## src/rtl/apb_cmd_master.sv

```systemverilog
// apb_cmd_master: valid/ready command stream to single APB3 transfers with wait-state timeout
module apb_cmd_master #(
    parameter int ADDR_W  = 32,
    parameter int DATA_W  = 32,
    parameter int TIMEOUT = 16
) (
    input  logic              PCLK,
    input  logic              PRESETn,
    input  logic              cmd_valid,
    output logic              cmd_ready,
    input  logic              cmd_write,
    input  logic [ADDR_W-1:0] cmd_addr,
    input  logic [DATA_W-1:0] cmd_wdata,
    output logic              rsp_valid,
    input  logic              rsp_ready,
    output logic [DATA_W-1:0] rsp_rdata,
    output logic              rsp_err,
    output logic              PSEL,
    output logic              PENABLE,
    output logic              PWRITE,
    output logic [ADDR_W-1:0] PADDR,
    output logic [DATA_W-1:0] PWDATA,
    input  logic [DATA_W-1:0] PRDATA,
    input  logic              PREADY,
    input  logic              PSLVERR
);
    localparam int CW = TIMEOUT > 0 ? $clog2(TIMEOUT + 1) : 1;

    typedef enum logic [1:0] {IDLE, SETUP, ACCESS, RESP} state_e;

    state_e            state_q, state_d;
    logic              psel_q, psel_d, penable_q, penable_d, pwrite_q, pwrite_d;
    logic [ADDR_W-1:0] paddr_q, paddr_d;
    logic [DATA_W-1:0] pwdata_q, pwdata_d, rdata_q, rdata_d;
    logic              rvalid_q, rvalid_d, rerr_q, rerr_d;
    logic [CW-1:0]     cnt_q, cnt_d;
    logic              timeout_hit;

    assign timeout_hit = (TIMEOUT != 0) && (cnt_q == CW'(TIMEOUT - 1));
    assign cmd_ready   = (state_q == IDLE);
    assign PSEL        = psel_q;
    assign PENABLE     = penable_q;
    assign PWRITE      = pwrite_q;
    assign PADDR       = paddr_q;
    assign PWDATA      = pwdata_q;
    assign rsp_valid   = rvalid_q;
    assign rsp_rdata   = rdata_q;
    assign rsp_err     = rerr_q;

    // Next-state and registered-output decode; every field holds unless its state changes it
    always_comb begin
        state_d   = state_q;
        psel_d    = psel_q;
        penable_d = penable_q;
        pwrite_d  = pwrite_q;
        paddr_d   = paddr_q;
        pwdata_d  = pwdata_q;
        rdata_d   = rdata_q;
        rvalid_d  = rvalid_q;
        rerr_d    = rerr_q;
        cnt_d     = cnt_q;
        case (state_q)
            IDLE: if (cmd_valid) begin
                paddr_d  = cmd_addr;
                pwrite_d = cmd_write;
                pwdata_d = cmd_write ? cmd_wdata : '0;
                psel_d   = 1'b1;
                state_d  = SETUP;
            end
            SETUP: begin
                penable_d = 1'b1;
                cnt_d     = '0;
                state_d   = ACCESS;
            end
            ACCESS: if (PREADY || timeout_hit) begin
                psel_d    = 1'b0;
                penable_d = 1'b0;
                rvalid_d  = 1'b1;
                rerr_d    = PREADY ? PSLVERR : 1'b1;
                rdata_d   = (PREADY && !pwrite_q) ? PRDATA : '0;
                state_d   = RESP;
            end else begin
                cnt_d = &cnt_q ? cnt_q : cnt_q + CW'(1);
            end
            RESP: if (rsp_ready) begin
                rvalid_d = 1'b0;
                state_d  = IDLE;
            end
            default: state_d = IDLE;
        endcase
    end

    // State and output registers; reset abandons any transfer in flight
    always_ff @(posedge PCLK or negedge PRESETn) begin
        if (!PRESETn) begin
            state_q   <= IDLE;
            psel_q    <= 1'b0;
            penable_q <= 1'b0;
            pwrite_q  <= 1'b0;
            paddr_q   <= '0;
            pwdata_q  <= '0;
            rdata_q   <= '0;
            rvalid_q  <= 1'b0;
            rerr_q    <= 1'b0;
            cnt_q     <= '0;
        end else begin
            state_q   <= state_d;
            psel_q    <= psel_d;
            penable_q <= penable_d;
            pwrite_q  <= pwrite_d;
            paddr_q   <= paddr_d;
            pwdata_q  <= pwdata_d;
            rdata_q   <= rdata_d;
            rvalid_q  <= rvalid_d;
            rerr_q    <= rerr_d;
            cnt_q     <= cnt_d;
        end
    end
endmodule

```

## config.mk

```make
export PLATFORM = sky130hd
export DESIGN_NAME = apb_cmd_master
export DESIGN_NICKNAME = d
export VERILOG_FILES = /design/src/rtl/apb_cmd_master.sv
export SDC_FILE = /design/constraint.sdc
export NUM_CORES = 1
export LEC_CHECK = 0
export CORE_MARGIN = 2
export CORE_UTILIZATION = 41
export DETAILED_ROUTE_END_ITERATION = 8
export PLACE_DENSITY_LB_ADDON = 0.3
export SYNTH_ARGS = -nofsm -noshare
export SYNTH_HDL_FRONTEND = slang
export SYNTH_SLANG_ARGS = --single-unit
```

## constraint.sdc

```tcl
create_clock -name PCLK -period 2.65 [get_ports PCLK]
set_input_delay 0.53 -clock PCLK [delete_from_list [all_inputs] [get_ports PCLK]]
set_output_delay 0.53 -clock PCLK [all_outputs]
set_load 0.01 [all_outputs]
```

==> flow_summary_export.csv, run 1 <==
group,metric,value,unit
outcome,outcome,"finished clean",
final_layout,n_antenna_cell,0,
cts,cts_resized,0,
logic_synthesis,synth_edf_count,0,
logic_synthesis,synth_seq_cells,108,
sta,slew_violations,0,
detailed_routing,routed_wl,11390,um
cts,cts_buffers,9,
floorplan,pin_count,205,
critical_path,max_stage_delay,590,ps
final_layout,seq_area,2703,um2
logic_synthesis,synth-seq-area-share,61.64,%
grt,grt_pass1_wl,17690,um
cts,clk_pin_slew_worst_paths,100,ps
cts,cts_tree,"built",
cts,cts_sinks,108,
critical_path,cp-start-kind,"register",
grt,grt_antenna_before_repair,0,
detailed_routing,drtIter0Drc,136,
logic_synthesis,synthesis.nets,528,
power,power_density,1048,nW/um2
final_layout,layout.cells.non_filler,755,
sta,fin_ws,376.1,ps
critical_path,slowest_stage,"clkdlybuf4s50_1",
critical_path,cp.arrival,1740,ps
grt,grt_remaining_overflow,0,
placed_design,place_ws,376.8,ps
final_layout,final_cell_mix,"203 x clkdlybuf4s50_1, 131 x nand2_1, 108 x dfrtp_1, 70 x o21ai_0, 34 x mux2_2",
final_layout,synthToLayoutAreaGrowth,54.42,%
floorplan,core,10370,um2
detailed_routing,dr.pass1.iters,4,
detailed_routing,ant_nets,0,
logic_synthesis,synth-warning-count,0,
final_layout,num-fill-cells,862,
sta,fin_skew,10.21,ps
cts,cts_hold_buf,0,
sta,clock.fmax,439.8,MHz
logic_synthesis,ys.flop_type,"dfrtp_1",
logic_synthesis,avgSynthCellArea,10.49,um2
floorplan,floorplan.initialDensity,42.28,%
hold_path,hold_path.class,"in2async",
cts,ctsRootBufferMaster,"clkbuf_8",
sta,tns,0,ps
sta,period_share,85.81,%
cts,cts_max_path_buffers,2,
critical_path,endpoint_kind,"output port",
critical_path,required,2120,ps
sta,hold_ws,71.16,ps
detailed_routing,via_per_inst,4.791,
job,drv_cap,0,
sta,slew_headroom,56.16,%
placed_design,gp_congestion,0.8456,
power,p_leak,2.920,nW
final_layout,fin_util,65.29,%
detailed_routing,vias,3617,
cts,insertion_delay,360,ps
final_layout,multi_input_area,1549,um2
power,ir_drop,0.5847,mV
detailed_routing,wl_per_cell,15.09,um
placed_design,port_buffers,204,
floorplan,die_w,107.4,um
final_layout,layout.nets,725,
grt,grt_max_degree,53,
floorplan,die_area,11540,um2
critical_path,worstPathCellList,"inv_1 -> ha_1 -> clkdlybuf4s50_1",
sta,worst_pin_slew,648.5,ps
logic_synthesis,synth_cell_types,28,
placed_design,placedCellCount,740,
detailed_routing,drcViolationCount,0,
final_layout,mostFrequentLayoutCell,"clkdlybuf4s50_1",
placed_design,dpl.hpwl,8592,um
logic_synthesis,synthArstFlopShare,100.0,%
logic_synthesis,syn-cell-area,4384,um2
critical_path,crit_fanout,4,
grt,grt_use_total,19.52,%
critical_path,critical_path_class,"reg2out",
logic_synthesis,netlist_instances,418,
final_layout,drive_above_1_share,10.02,%
sta,setup_viol,0,
sta,rsz0062_at_grt,"no",
cts,h-tree-depth,3,
floorplan,fp.dieH,107.4,um
sta,hold_viol,0,
grt,grt_pass1_vias,3681,
cts,post-cts-setup-buffers,0,
floorplan,rows,37,
sta,fin_crit,2274,ps
layout make-up:
cell class | instances | share of cell area, %
repair buffers | 213 | 31.68
multi-input cells | 273 | 22.88
clock inverters | 5 | 0.5729
clock buffers | 10 | 1.885
flip-flops and latches | 108 | 39.92
inverters | 10 | 0.5544
well taps | 136 | 2.513
Yosys cell counts, types with 2 or more instances:
master    number  share of area, %
nand2_1      132                11
dfrtp_1      108                62
o21ai_0       71               8.1
mux2_2        34               8.7
clkbuf_1      14               1.2
buf_2         12               1.4
inv_1         10              0.86
ha_1           7               2.0
nor2b_1        4              0.57
a21oi_1        3              0.34
nor2_1         3              0.26
a311o_1        2              0.46
mux2i_1        2              0.46
o22ai_1        2              0.29
worst max-delay path, delay by kind of cell (launching register included):
kind | cells | cell delay, ps
adders and majority gates | 1 | 270
buffers and inverters | 2 | 710
DFF | 1 | 410
power breakdown:
group          total [mW]  switching (mW)  internal, mW
registers            2.80           0.405          2.39
clock network       0.889           0.548         0.341
logic                3.41            1.46          1.94
total                7.09            2.42          4.68
stage by stage:
step / instance area (um2) / total power [mW]
global route: 6770 / 7.561
CTS: 6770 / 7.178
detailed placement: 6604 / 6.282
floorplan: 4384 / 4.238
global placement: 6604 / 6.138
finish: 6770 / 7.094
path summary, 6_finish.rpt:
check	cells past startpoint	end	slack, ps	startpoint
worst min register to register	2	PWDATA[13]	490	PWDATA[13]
min in group PCLK	2	PWDATA[13]	490	PWDATA[13]
worst min-delay path	1	rsp_rdata[7]	70	PRESETn
max in group asynchronous	2	PWDATA[14]	1840	PRESETn
worst max-delay path	3	cmd_ready	380	state_q[0]
worst max register to register	6	cnt_q[3]	410	cnt_q[0]
layer usage:
metal	part of all wire, %	track usage [%]
met1	39	22.84
met2	52	34.54
met3	5.0	3.450
met4	3.3	9.524
met5	0	0
state kept, by name, indices dropped and copies added, names as in the netlist:
| signal | cells |
|---|---|
| PADDR | 32 |
| PWDATA | 32 |
| rsp_rdata | 32 |
| cnt_q | 5 |
| state_q | 2 |
| PENABLE | 1 |
| PSEL | 1 |
| PWRITE | 1 |
| rsp_err | 1 |
| rsp_valid | 1 |
kinds of logic after synthesis:
kind of cell / count (synthesis) / synth area share (%)
buffers and inverters: 37 / 3.510
adder cells (fa/ha/maj): 7 / 1.998
multiplexers: 36 / 9.190
flip-flops: 108 / 61.64
AO/OA/AOI/OAI: 83 / 10.19
AND/OR/NAND/NOR: 147 / 13.47
Power figures use the tool's default switching activity.
==> run 2, diff against run 1 <==
CORE_MARGIN = not set   (was 2)
CTS_CLUSTER_SIZE = 20   (was not set)
==> flow_summary_export.csv, run 2 (same netlist as run 1, synthesis figures left out) <==
group,metric,value,unit
critical_path,slowest_stage,"clkdlybuf4s50_1",
grt,grt_antenna_before_repair,0,
detailed_routing,drtIter0Drc,166,
cts,cts_sinks,108,
detailed_routing,ant_nets,0,
sta,clock.fmax,446.4,MHz
floorplan,core,10320,um2
critical_path,critical_path_class,"reg2out",
floorplan,rows,37,
grt,grt_pass1_vias,3619,
critical_path,crit_fanout,4,
final_layout,finish.instance_area,6778,um2
sta,rsz0062_at_grt,"no",
sta,period_share,84.54,%
placed_design,dpl_cell_area,6591,um2
placed_design,gp_congestion,0.8224,
critical_path,endpoint_kind,"output port",
detailed_routing,routed_wl,10730,um
hold_path,hold_path.class,"in2async",
floorplan,pin_count,205,
cts,cts_resized,0,
cts,cts_tree,"built",
grt,grt_pass1_wl,17530,um
placed_design,port_buffers,204,
sta,hold_viol,0,
grt,grt_max_degree,57,
cts,cts_max_path_buffers,2,
power,ir_drop,0.5171,mV
cts,post-cts-setup-buffers,0,
cts,insertion_delay,370,ps
cts,cts_hold_buf,0,
detailed_routing,vias,3581,
power,pwr-share-clk,13.4,%
critical_path,worstPathCellList,"inv_1 -> ha_1 -> clkdlybuf4s50_1",
final_layout,fin_util,65.65,%
detailed_routing,via_per_inst,4.743,
cts,h-tree-depth,3,
power,p_sw_share,33.27,%
sta,worst_pin_slew,728.5,ps
final_layout,layout.nets,725,
power,internal-power,4.740,mW
critical_path,max_stage_delay,580,ps
sta,tns,0,ps
power,comb_power_share,47.5,%
job,drv_cap,0,
final_layout,synthToLayoutAreaGrowth,54.59,%
critical_path,cp.arrival,1710,ps
sta,setup_viol,0,
power,p_switching,2.364,mW
outcome,outcome,"finished clean",
floorplan,die_w,105.4,um
detailed_routing,drcViolationCount,0,
floorplan,die_area,11110,um2
critical_path,worst-path-buf-inv,2,
sta,fin_skew,15.01,ps
cts,clk_pin_slew_worst_paths,90,ps
power,p_leak,2.938,nW
placed_design,place_ws,399.4,ps
grt,grt_use_total,20.11,%
sta,fin_ws,409.7,ps
floorplan,fp.dieH,105.4,um
power,power_density,1048,nW/um2
sta,slew_violations,0,
final_layout,mostFrequentLayoutCell,"clkdlybuf4s50_1",
placed_design,dpl.hpwl,7864,um
power,power_frac_seq,39.1,%
final_layout,n_antenna_cell,0,
final_layout,final_cell_mix,"203 x clkdlybuf4s50_1, 131 x nand2_1, 108 x dfrtp_1, 70 x o21ai_0, 34 x mux2_2",
critical_path,cp-start-kind,"register",
critical_path,cp_top_family,"buffers and inverters",
grt,grt_remaining_overflow,0,
sta,fin_crit,2240,ps
floorplan,floorplan.initialDensity,42.47,%
cts,cts_buffers,9,
detailed_routing,dr.pass1.iters,4,
cts,ctsRootBufferMaster,"clkbuf_8",
detailed_routing,wl_per_cell,14.21,um
critical_path,required,2120,ps
final_layout,drive_above_1_share,10.18,%
sta,slew_headroom,51.43,%
[run 2: changes by cell type in the layout (fill, tap and decap cells not counted)]
cell	change
clkinv_2	+1
clkinv_4	+1
buf_12	-1
clkbuf_1	-1
buf_4	+1
inv_6	-1
clkinvlp_4	-3
clkbuf_8	+3
[run 2: cell type report]
class                           instances  area (um2)
Inverter                               10       37.54
Tap cell                              136       170.2
Fill cell                             820        3546
Timing Repair Buffer                  213        2132
Multi-Input combinational cell        273        1549
Clock buffer                           12       165.2
Clock inverter                          3       21.27
Sequential cell                       108        2703
[run 2: final timing paths]
path	startpoint	to	slack [ps]	cells after the start
setup / recovery	state_q[0]	cmd_ready	410	3
hold / removal	PRESETn	PADDR[12]	220	1
setup reg to reg	cnt_q[1]	cnt_q[3]	440	6
hold reg to reg	PWDATA[16]	PWDATA[16]	490	2
max in group asynchronous	PRESETn	rsp_rdata[4]	1720	2
min in group PCLK	PWDATA[16]	PWDATA[16]	490	2
[run 2: power groups by stage]
stage / Sequential [mW] / Combinational, mW / Clock (mW)
after floorplan: 3.14 / 1.10 / 0
after global placement: 2.77 / 3.34 / 0
after detailed placement: 2.82 / 3.41 / 0
after CTS: 2.78 / 3.42 / 0.992
after global routing: 2.87 / 3.67 / 1.04
final: 2.77 / 3.37 / 0.955
[run 2: worst register-to-register path: stages (launching register included)]
cell and delay [ps]:
dfrtp_1 420, ha_1 230, and3_1 210, ha_1 270, or3_4 410, or2_0 230, a311o_1 350
[run 2: metrics by stage]
step	total power [mW]	hold WS (ps)	instances
detailed placement	6.227	469.1	740
CTS	7.197	234.4	755
global route	7.580	262.6	755
global placement	6.108	461.9	740
finish	7.104	217.3	755
floorplan	4.238	234.4	418
[run 2: routing by layer]
layer	GRT usage [%]	part of all wire (%)	vias up	wire [um]
met5	0	0	-	0
met4	9.859	2.8	0	300
met3	4.515	5.8	20	620
met2	33.74	50	112	5323
met1	24.45	42	1673	4480
li1	-	-	1776	-
